## src/rtl/pmod_cal_engine.sv

```systemverilog
// pmod_cal_engine: time-multiplexed offset/gain calibrator for CODEC in/out channels
// with one shared datapath and an all-channels-at-once commit per frame.
module pmod_cal_engine #(
  parameter int W = 16,
  parameter int N_IN = 4,
  parameter int N_OUT = 4,
  parameter int CAL_W = 16,
  localparam int N = N_IN + N_OUT,
  localparam int AW = $clog2(N)
) (
  input  logic                  clk_256fs,
  input  logic                  rst_n,
  input  logic                  strobe,
  input  logic [N_IN*W-1:0]     adc_raw,
  input  logic [N_OUT*W-1:0]    dac_user,
  input  logic [N_IN-1:0]       jack,
  input  logic                  force_dac_en,
  input  logic [W-1:0]          force_dac_value,
  input  logic                  cfg_we,
  input  logic [AW-1:0]         cfg_addr,
  input  logic [CAL_W-1:0]      cfg_offset,
  input  logic [CAL_W-1:0]      cfg_gain,
  output logic [N_IN*W-1:0]     cal_in,
  output logic [N_OUT*W-1:0]    dac_out,
  output logic                  busy,
  output logic                  done,
  output logic                  overrun
);
  typedef enum logic [1:0] {IDLE, RUN, DRAIN} state_t;
  localparam int PW = W + CAL_W + 1;
  localparam logic signed [PW-1:0] HI = PW'((2 ** (W - 1)) - 1);
  localparam logic signed [PW-1:0] LO = ~HI;
  localparam logic signed [CAL_W-1:0] UNITY = CAL_W'(2 ** (CAL_W - 2));
  state_t state;
  logic [AW-1:0] idx, s1_ch;
  logic signed [W-1:0] src_s [N];
  logic [N-1:0] zero_s, force_s;
  logic [W-1:0] fval_s;
  logic [W-1:0] res [N];
  logic signed [CAL_W-1:0] off_t [N];
  logic signed [CAL_W-1:0] gain_t [N];
  logic signed [CAL_W-1:0] s1_g;
  logic signed [W:0] s1_d;
  logic s1_v, s1_zero, s1_force;
  logic signed [PW-1:0] p, y;
  logic [W-1:0] sat, r;
  always_comb begin
    p = PW'(s1_d) * PW'(s1_g);
    y = p >>> (CAL_W - 2);
    sat = y > HI ? HI[W-1:0] : y < LO ? LO[W-1:0] : y[W-1:0];
    r = s1_zero ? '0 : s1_force ? fval_s : sat;
  end
  always_ff @(posedge clk_256fs or negedge rst_n) begin
    if (!rst_n) begin
      state <= IDLE;
      idx <= '0;
      busy <= 1'b0;
      done <= 1'b0;
      overrun <= 1'b0;
      cal_in <= '0;
      dac_out <= '0;
      zero_s <= '0;
      force_s <= '0;
      fval_s <= '0;
      s1_v <= 1'b0;
      s1_ch <= '0;
      s1_d <= '0;
      s1_g <= '0;
      s1_zero <= 1'b0;
      s1_force <= 1'b0;
      for (int c = 0; c < N; c++) begin
        src_s[c] <= '0;
        res[c] <= '0;
        off_t[c] <= '0;
        gain_t[c] <= UNITY;
      end
    end else begin
      done <= 1'b0;
      overrun <= strobe && state != IDLE;
      s1_v <= 1'b0;
      if (cfg_we && int'(cfg_addr) < N) begin
        off_t[cfg_addr] <= cfg_offset;
        gain_t[cfg_addr] <= cfg_gain;
      end
      if (s1_v) res[s1_ch] <= r;
      case (state)
        IDLE: if (strobe) begin
          // the analog frontend inverts, so inputs are stored already un-inverted
          for (int c = 0; c < N_IN; c++) src_s[c] <= ~adc_raw[c*W +: W];
          for (int c = 0; c < N_OUT; c++) src_s[N_IN + c] <= dac_user[c*W +: W];
          zero_s <= {{N_OUT{1'b0}}, ~jack};
          force_s <= {{N_OUT{force_dac_en}}, {N_IN{1'b0}}};
          fval_s <= force_dac_value;
          idx <= '0;
          busy <= 1'b1;
          state <= RUN;
        end
        RUN: begin
          s1_v <= 1'b1;
          s1_ch <= idx;
          s1_d <= (W+1)'(src_s[idx]) - (W+1)'(off_t[idx]);
          s1_g <= gain_t[idx];
          s1_zero <= zero_s[idx];
          s1_force <= force_s[idx];
          idx <= idx + 1'b1;
          if (idx == AW'(N - 1)) state <= DRAIN;
        end
        default: if (!s1_v) begin
          for (int c = 0; c < N_IN; c++) cal_in[c*W +: W] <= res[c];
          for (int c = 0; c < N_OUT; c++) dac_out[c*W +: W] <= res[N_IN + c];
          done <= 1'b1;
          busy <= 1'b0;
          state <= IDLE;
        end
      endcase
    end
  end
endmodule

```

## config.mk

```make
export PLATFORM = sky130hd
export DESIGN_NAME = pmod_cal_engine
export DESIGN_NICKNAME = d
export VERILOG_FILES = /design/src/rtl/pmod_cal_engine.sv
export SDC_FILE = /design/constraint.sdc
export NUM_CORES = 2
export LEC_CHECK = 0
export CAP_MARGIN = 10
export CORE_MARGIN = 4
export CORE_UTILIZATION = 63
export DETAILED_ROUTE_END_ITERATION = 8
export PLACE_DENSITY = 0.85
export SLEW_MARGIN = 15
export SYNTH_ARGS = -nofsm -noshare
export SYNTH_HDL_FRONTEND = slang
export SYNTH_SLANG_ARGS = --single-unit
```

## constraint.sdc

```tcl
create_clock -name clk_256fs -period 12.5 [get_ports clk_256fs]
set_input_delay 3.125 -clock clk_256fs [delete_from_list [all_inputs] [get_ports clk_256fs]]
set_output_delay 3.125 -clock clk_256fs [all_outputs]
set_load 0.005 [all_outputs]
```

; ---- After elaboration in Yosys (flattened, before gate mapping)
; Cells that the tools add are included.
; W data, S select, Z words.
[word_totals]
reg_bits = 708
input_bits = 188
output_inout_bits = 131
word_cells = 124
[classes]
addsub = 2
mul = 1
magnitude_cmp = 8
n_eq_ne = 6
muxes = 36
bitwise = 11
n_reduce_logical = 12
[ops]
columns = operator, n
row1 = $bwmux W128, 3
row2 = $mux W16, 12
row3 = $bmux W16 S3, 3
row4 = $demux W16 S3, 2
row5 = $not A16 Y16, 4
row6 = $mul A17 B16 Y33, 1
row7 = $gt A19 B16 Y1 const B, 1
row8 = $lt A19 B16 Y1 const B, 1
row9 = $sub A16 B16 Y17, 1
row10 = $ge A4 B4 Y1 const B, 3
row11 = $not A3 Y4, 3
row12 = $lt A4 B1 Y1 const B, 2
row13 = $mux W1, 7
row14 = $bmux W1 S3, 2
row15 = $mux W2, 3
row16 = $pmux W3 S2, 1
row17 = $reduce_and A2 Y1, 3
row18 = $reduce_and A3 Y1, 2
row19 = $lt A3 B4 Y1 const B, 1
row20 = $ne A2 B2 Y1 const B, 2
row21 = $not A4 Y4, 1
row22 = $pmux W2 S2, 1
row23 = $reduce_bool A2 Y1, 2
row24 = $add A3 B1 Y3 const B, 1
row25 = 10 further kinds, 14

; ---- Longest topological paths before layout
[depth]
depth_word = 7
depth_mapped = 27
ltp_nobuf = 24

; ---- Worst setup path after synthesis
; OpenSTA, ideal clock, no wires.
[synth_timing]
path_kind = register to register
start = register s1_d[16]
end = register res[109] in the netlist's numbering
setup_time_ns = 0.097
arrival_ns = 6.919
t_required_ns = 12.403
setup_slack_ns = 5.484
stages_incl_launch_ff = 22
path_buffers = 2
period_less_slack_ns = 7.016
cell_sequence = dfrtp_1 -> clkbuf_1 -> nand2_1 -> inv_1 -> fa_1 -> fa_1 -> fa_1 -> fa_1 -> fa_1 -> inv_1 -> fa_1 -> inv_1 -> ha_1 -> a2111oi_0 -> a21o_1 -> a211o_1 -> a31o_2 -> a311oi_2 -> o31ai_4 -> buf_12 -> a21oi_4 -> o31ai_1
[synth_between]
elab_chain_len = 7
word_cells_on_any_way = 8
classes_between = 1 x mul / 2 x order compare / 5 x mux
[synth_lines]
columns = item, line
row1 = start: declaration, 43  ; logic signed [W:0] s1_d;
row2 = start signal: assignment, 101  ; s1_d <= (W+1)'(src_s[idx]) - (W+1)'(off_t[idx]);
row3 = $mul A17 B16 Y33 (*), 48  ; p = PW'(s1_d) * PW'(s1_g);
row4 = $lt A19 B16 Y1, 50  ; sat = y > HI ? HI[W-1:0] : y < LO ? LO[W-1:0] : y[W-1:0];
row5 = $mux W16, 50
row6 = $mux W16 (*), 50
row7 = $mux W16 (*) (2 in a row), 51  ; r = s1_zero ? '0 : s1_force ? fval_s : sat;
row8 = $bwmux W128 (*), 85  ; if (s1_v) res[s1_ch] <= r;
row9 = end signal: indexed assignment, 85
row10 = end: declaration, 39  ; logic [W-1:0] res [N];
; Mark *: on every way between the ends. The rest lies on a longest branch, timed or not.
; A chain may end at the register's enable or synchronous reset.

; ---- Worst setup path in the final report
[layout_timing]
start = register s1_g[1]
end = register res[99] in the netlist's numbering
[layout_between]
elab_chain_len = 7
word_cells_on_any_way = 8
classes_between = 1 x mul / 2 x order compare / 5 x mux
[layout_lines]
columns = item, line
row1 = start: declaration, 42  ; logic signed [CAL_W-1:0] s1_g;
row2 = start signal: assignment, 102  ; s1_g <= gain_t[idx];
row3 = $mul A17 B16 Y33 (*), 48
row4 = $lt A19 B16 Y1, 50
row5 = $mux W16, 50
row6 = $mux W16 (*), 50
row7 = $mux W16 (*) (2 in a row), 51
row8 = $bwmux W128 (*), 85
; Marks and branches as above.

==> results_dict.tcl <==
set metrics [dict create \
    status "finished, final reports clean" \
    rr_worst_depth 19 \
    drt_iter0_markers 2392 \
    synthArstFlopShare_pct 100 \
    num_rows 92 \
    timing.rr.start "s1_g[1]$_DFFE_PN0P_" \
    insertion_delay_ns 0.63 \
    netlist.area_leader.share_pct 43.9 \
    cp_max_fo 18 \
    synth_area_leaders "dfrtp_1 44%, fa_1 14%, nand2_1 9.6%" \
    fmax_ghz 0.122 \
    cts_tree "yes" \
    maxSlewHeadroom_pct 21.4 \
    placed_area_mm2 0.0437 \
    synthCells 3644 \
    post_drt_wl_per_cell_um 21.0 \
    grt_pass1_vias 29600 \
    r2r_slack_ns 4.28 \
    min_path_type "reg2reg" \
    hold_viol 0 \
    start_util_pct 63.5 \
    synth_fp_nets 4207 \
    cts-root-buf "clkbuf_16" \
    synth.avg_cell_area_um2 11.0 \
    gp_congestion 0.903 \
    synth_edf_count 0 \
    critPathRequiredTime_ns 13.02 \
    reg2reg_to "res[99]$_DFFE_PN0P_" \
    ant_nets 0 \
    ys_warn_count 0 \
    grt_max_degree 190 \
    dr_wl_met3_mm 6.39 \
    top_layer "met4" \
    port_buffers 318 \
    synth_area_mm2 0.0399 \
    cts_setup_buffers 0 \
    clock_skew_ns 0.0359 \
    core_mm2 0.0629 \
    drc 0 \
    fp.dieH_um 260 \
    drv_cap 0 \
    wl_met2_mm 50.5 \
    cts_buffers 72 \
    num_vias 27800 \
    nNetsFinal 4432 \
    synth-main-ff-cell "dfrtp_1" \
    clk_path_buf_depth 3 \
    setup-violations-final 0 \
    ys_seq_elements 708 \
    yosysTopAreaCell "dfrtp_1" \
    yosysUniqueCellTypes 62 \
    critical_path_class "reg2reg" \
    holdPathStages 2 \
    wl_met1_mm 38.1 \
    cts.sinks 708 \
    start_kind "flip-flop" \
    end_kind "flip-flop" \
    fp.dieW_um 260 \
    hold_path_end "cal_in[47]$_DFFE_PN0P_" \
    drive_above_1_share_pct 14.5 \
    drtPass1Iterations 5 \
    cts_resized 0 \
    wirelength_mm 100 \
    dp.final_hpwl_mm 68.3 \
    fin_crit_sh_pct 65.8 \
    tightestPinTransition_ns 1.18 \
    viasPerCell 5.81 \
    num_io_pins 319 \
    antenna_found_initial 10 \
    fin_crit_ns 8.22 \
    cts.htree.levels 3 \
    drv_slew 0 \
    cp.arrival_ns 8.75 \
    final_area_mm2 0.0461 \
    hold_buffers 0 \
    area_delta_synth_final_pct 15.5 \
    dieArea_mm2 0.0674 \
    grt_usage_pct 30.2 \
    setup_tns_ns 0 \
    clk_pin_slew_worst_paths_ns 0.06 \
    rsz0062_at_grt "no" \
    grt_pass1_wl_mm 160 \
    hp-start "res[95]$_DFFE_PN0P_" \
    grt_overflow 0 \
    yosysSeqAreaShare_pct 44.4 \
]
synth_stat cells (all sizes together) (2+ instances only):
cell type,count
nor2b,5
a22o,4
buf,28
a21boi,2
a41oi,2
o31ai,15
clkbuf,167
xor2,13
nand4,8
o21bai,5
nor3b,4
mux4,97
dfrtp,700
a211oi,7
a21o,13
a31o,2
a311oi,6
a2111oi,2
nor2,34
nand3,16
or3,3
a211o,2
nand4b,4
nand2b,10
o221ai,14
nor3,6
inv,322
a21oi,25
nand2,1020
and4,2
ha,99
dfstp,8
fa,276
mux2i,34
o21a,3
and2,130
a31oi,15
and3,3
o21ai,235
mux2,272
xnor2,22
critical path: stages (launching register included):
cell,delay (ns)
dfrtp_1,0.68
nand2_1,0.19
inv_1,0.17
fa_1,0.55
fa_1,0.84
fa_1,0.52
fa_1,0.52
fa_1,0.49
inv_1,0.05
fa_1,0.48
inv_1,0.05
ha_1,0.36
a2111oi_0,0.91
a21o_1,0.27
a211o_1,0.19
nand2_1,0.06
nand4b_1,0.71
a31oi_1,0.53
o221ai_2,0.25
o21ai_0,0.29
per-layer routing:
metal / vias up / GRT usage (%)
met2: 1036 / 50.4
met1: 14200 / 39.0
met4: 0 / 14.5
met3: 297 / 5.27
met5: - / 0
li1: 12300 / -
kinds of logic after synthesis:
logic type,Yosys count,synth area share [%]
buffers and inverters,518,4.94
AOI/OAI and AO/OA,357,5.99
and+or+nand+nor,1248,12.9
xor gates and xnor gates,35,0.768
DFF,708,44.4
adders and majority gates,375,16.9
muxes,403,14.0
how the worst max path moves through the flow:
stage | from | end | slack, ns | cells after the start
global placement | s1_g[1]$_DFFE_PN0P_ | res[75]$_DFFE_PN0P_ | 4.71 | 19
floorplan | s1_d[16]$_DFFE_PN0P_ | res[109]$_DFFE_PN0P_ | 5.48 | 21
global route | s1_g[1]$_DFFE_PN0P_ | res[67]$_DFFE_PN0P_ | 3.81 | 19
detailed placement | s1_g[1]$_DFFE_PN0P_ | res[27]$_DFFE_PN0P_ | 4.37 | 19
finish | s1_g[1]$_DFFE_PN0P_ | res[99]$_DFFE_PN0P_ | 4.28 | 19
CTS | s1_g[1]$_DFFE_PN0P_ | res[75]$_DFFE_PN0P_ | 4.33 | 19
per-stage QoR:
stage | std cells | worst slack (ns) | util, % | hold WS, ns
3_5_place_dp | 4641 | 4.37 | 69.5 | 0.452
2_1_floorplan | 3644 | 5.48 | - | 0.439
3_3_place_gp | 4641 | 4.71 | 69.5 | 0.449
4_1_cts | 4771 | 4.33 | 73.3 | 0.465
6_report | 4783 | 4.28 | 73.4 | 0.466
5_1_grt | 4779 | 3.81 | 73.3 | 0.487
state kept, by name, summed over array words and instances, names as in the netlist, 2 cells and up:
name     flops
cal_in      64
dac_out     64
fval_s      16
gain_t     128
idx          3
off_t      128
res        128
s1_ch        3
s1_d        17
s1_g        16
src_s      128
state        2
zero_s       4
final cells by class:
| type | instances | area, um^2 |
|---|---|---|
| multi-input cells | 2418 | 20300 |
| flip-flops and latches | 708 | 17700 |
| fillers | 3958 | 16700 |
| repair buffers | 346 | 3430 |
| clock buffers | 100 | 2050 |
| inverters | 323 | 1210 |
| well taps | 846 | 1060 |
| clock inverters | 30 | 333 |
| diodes | 12 | 30.0 |
cell usage in the layout, fill, tap and decap left out, drive strengths merged, types with 4 or more instances in the layout:
cell type         n
nand3            16
dfstp             8
clkdlybuf4s50   317
a31oi            15
ha               99
clkinv           26
a21o             13
o21ai           235
diode            12
xor2             13
a211oi            7
and2            130
clkbuf          100
nor3b             4
nand4             8
mux4             97
nand2b           10
nor2             34
dfrtp           700
o31ai            15
buf              29
a21oi            25
inv             323
fa              276
nand2          1020
mux2            272
nand4b            4
a311oi            6
nor2b             5
o21bai            5
a22o              4
o221ai           14
xnor2            22
nor3              6
mux2i            34
Power is not shown: default switching activity piles up to over one toggle a cycle in this logic, so the estimate is an artifact.
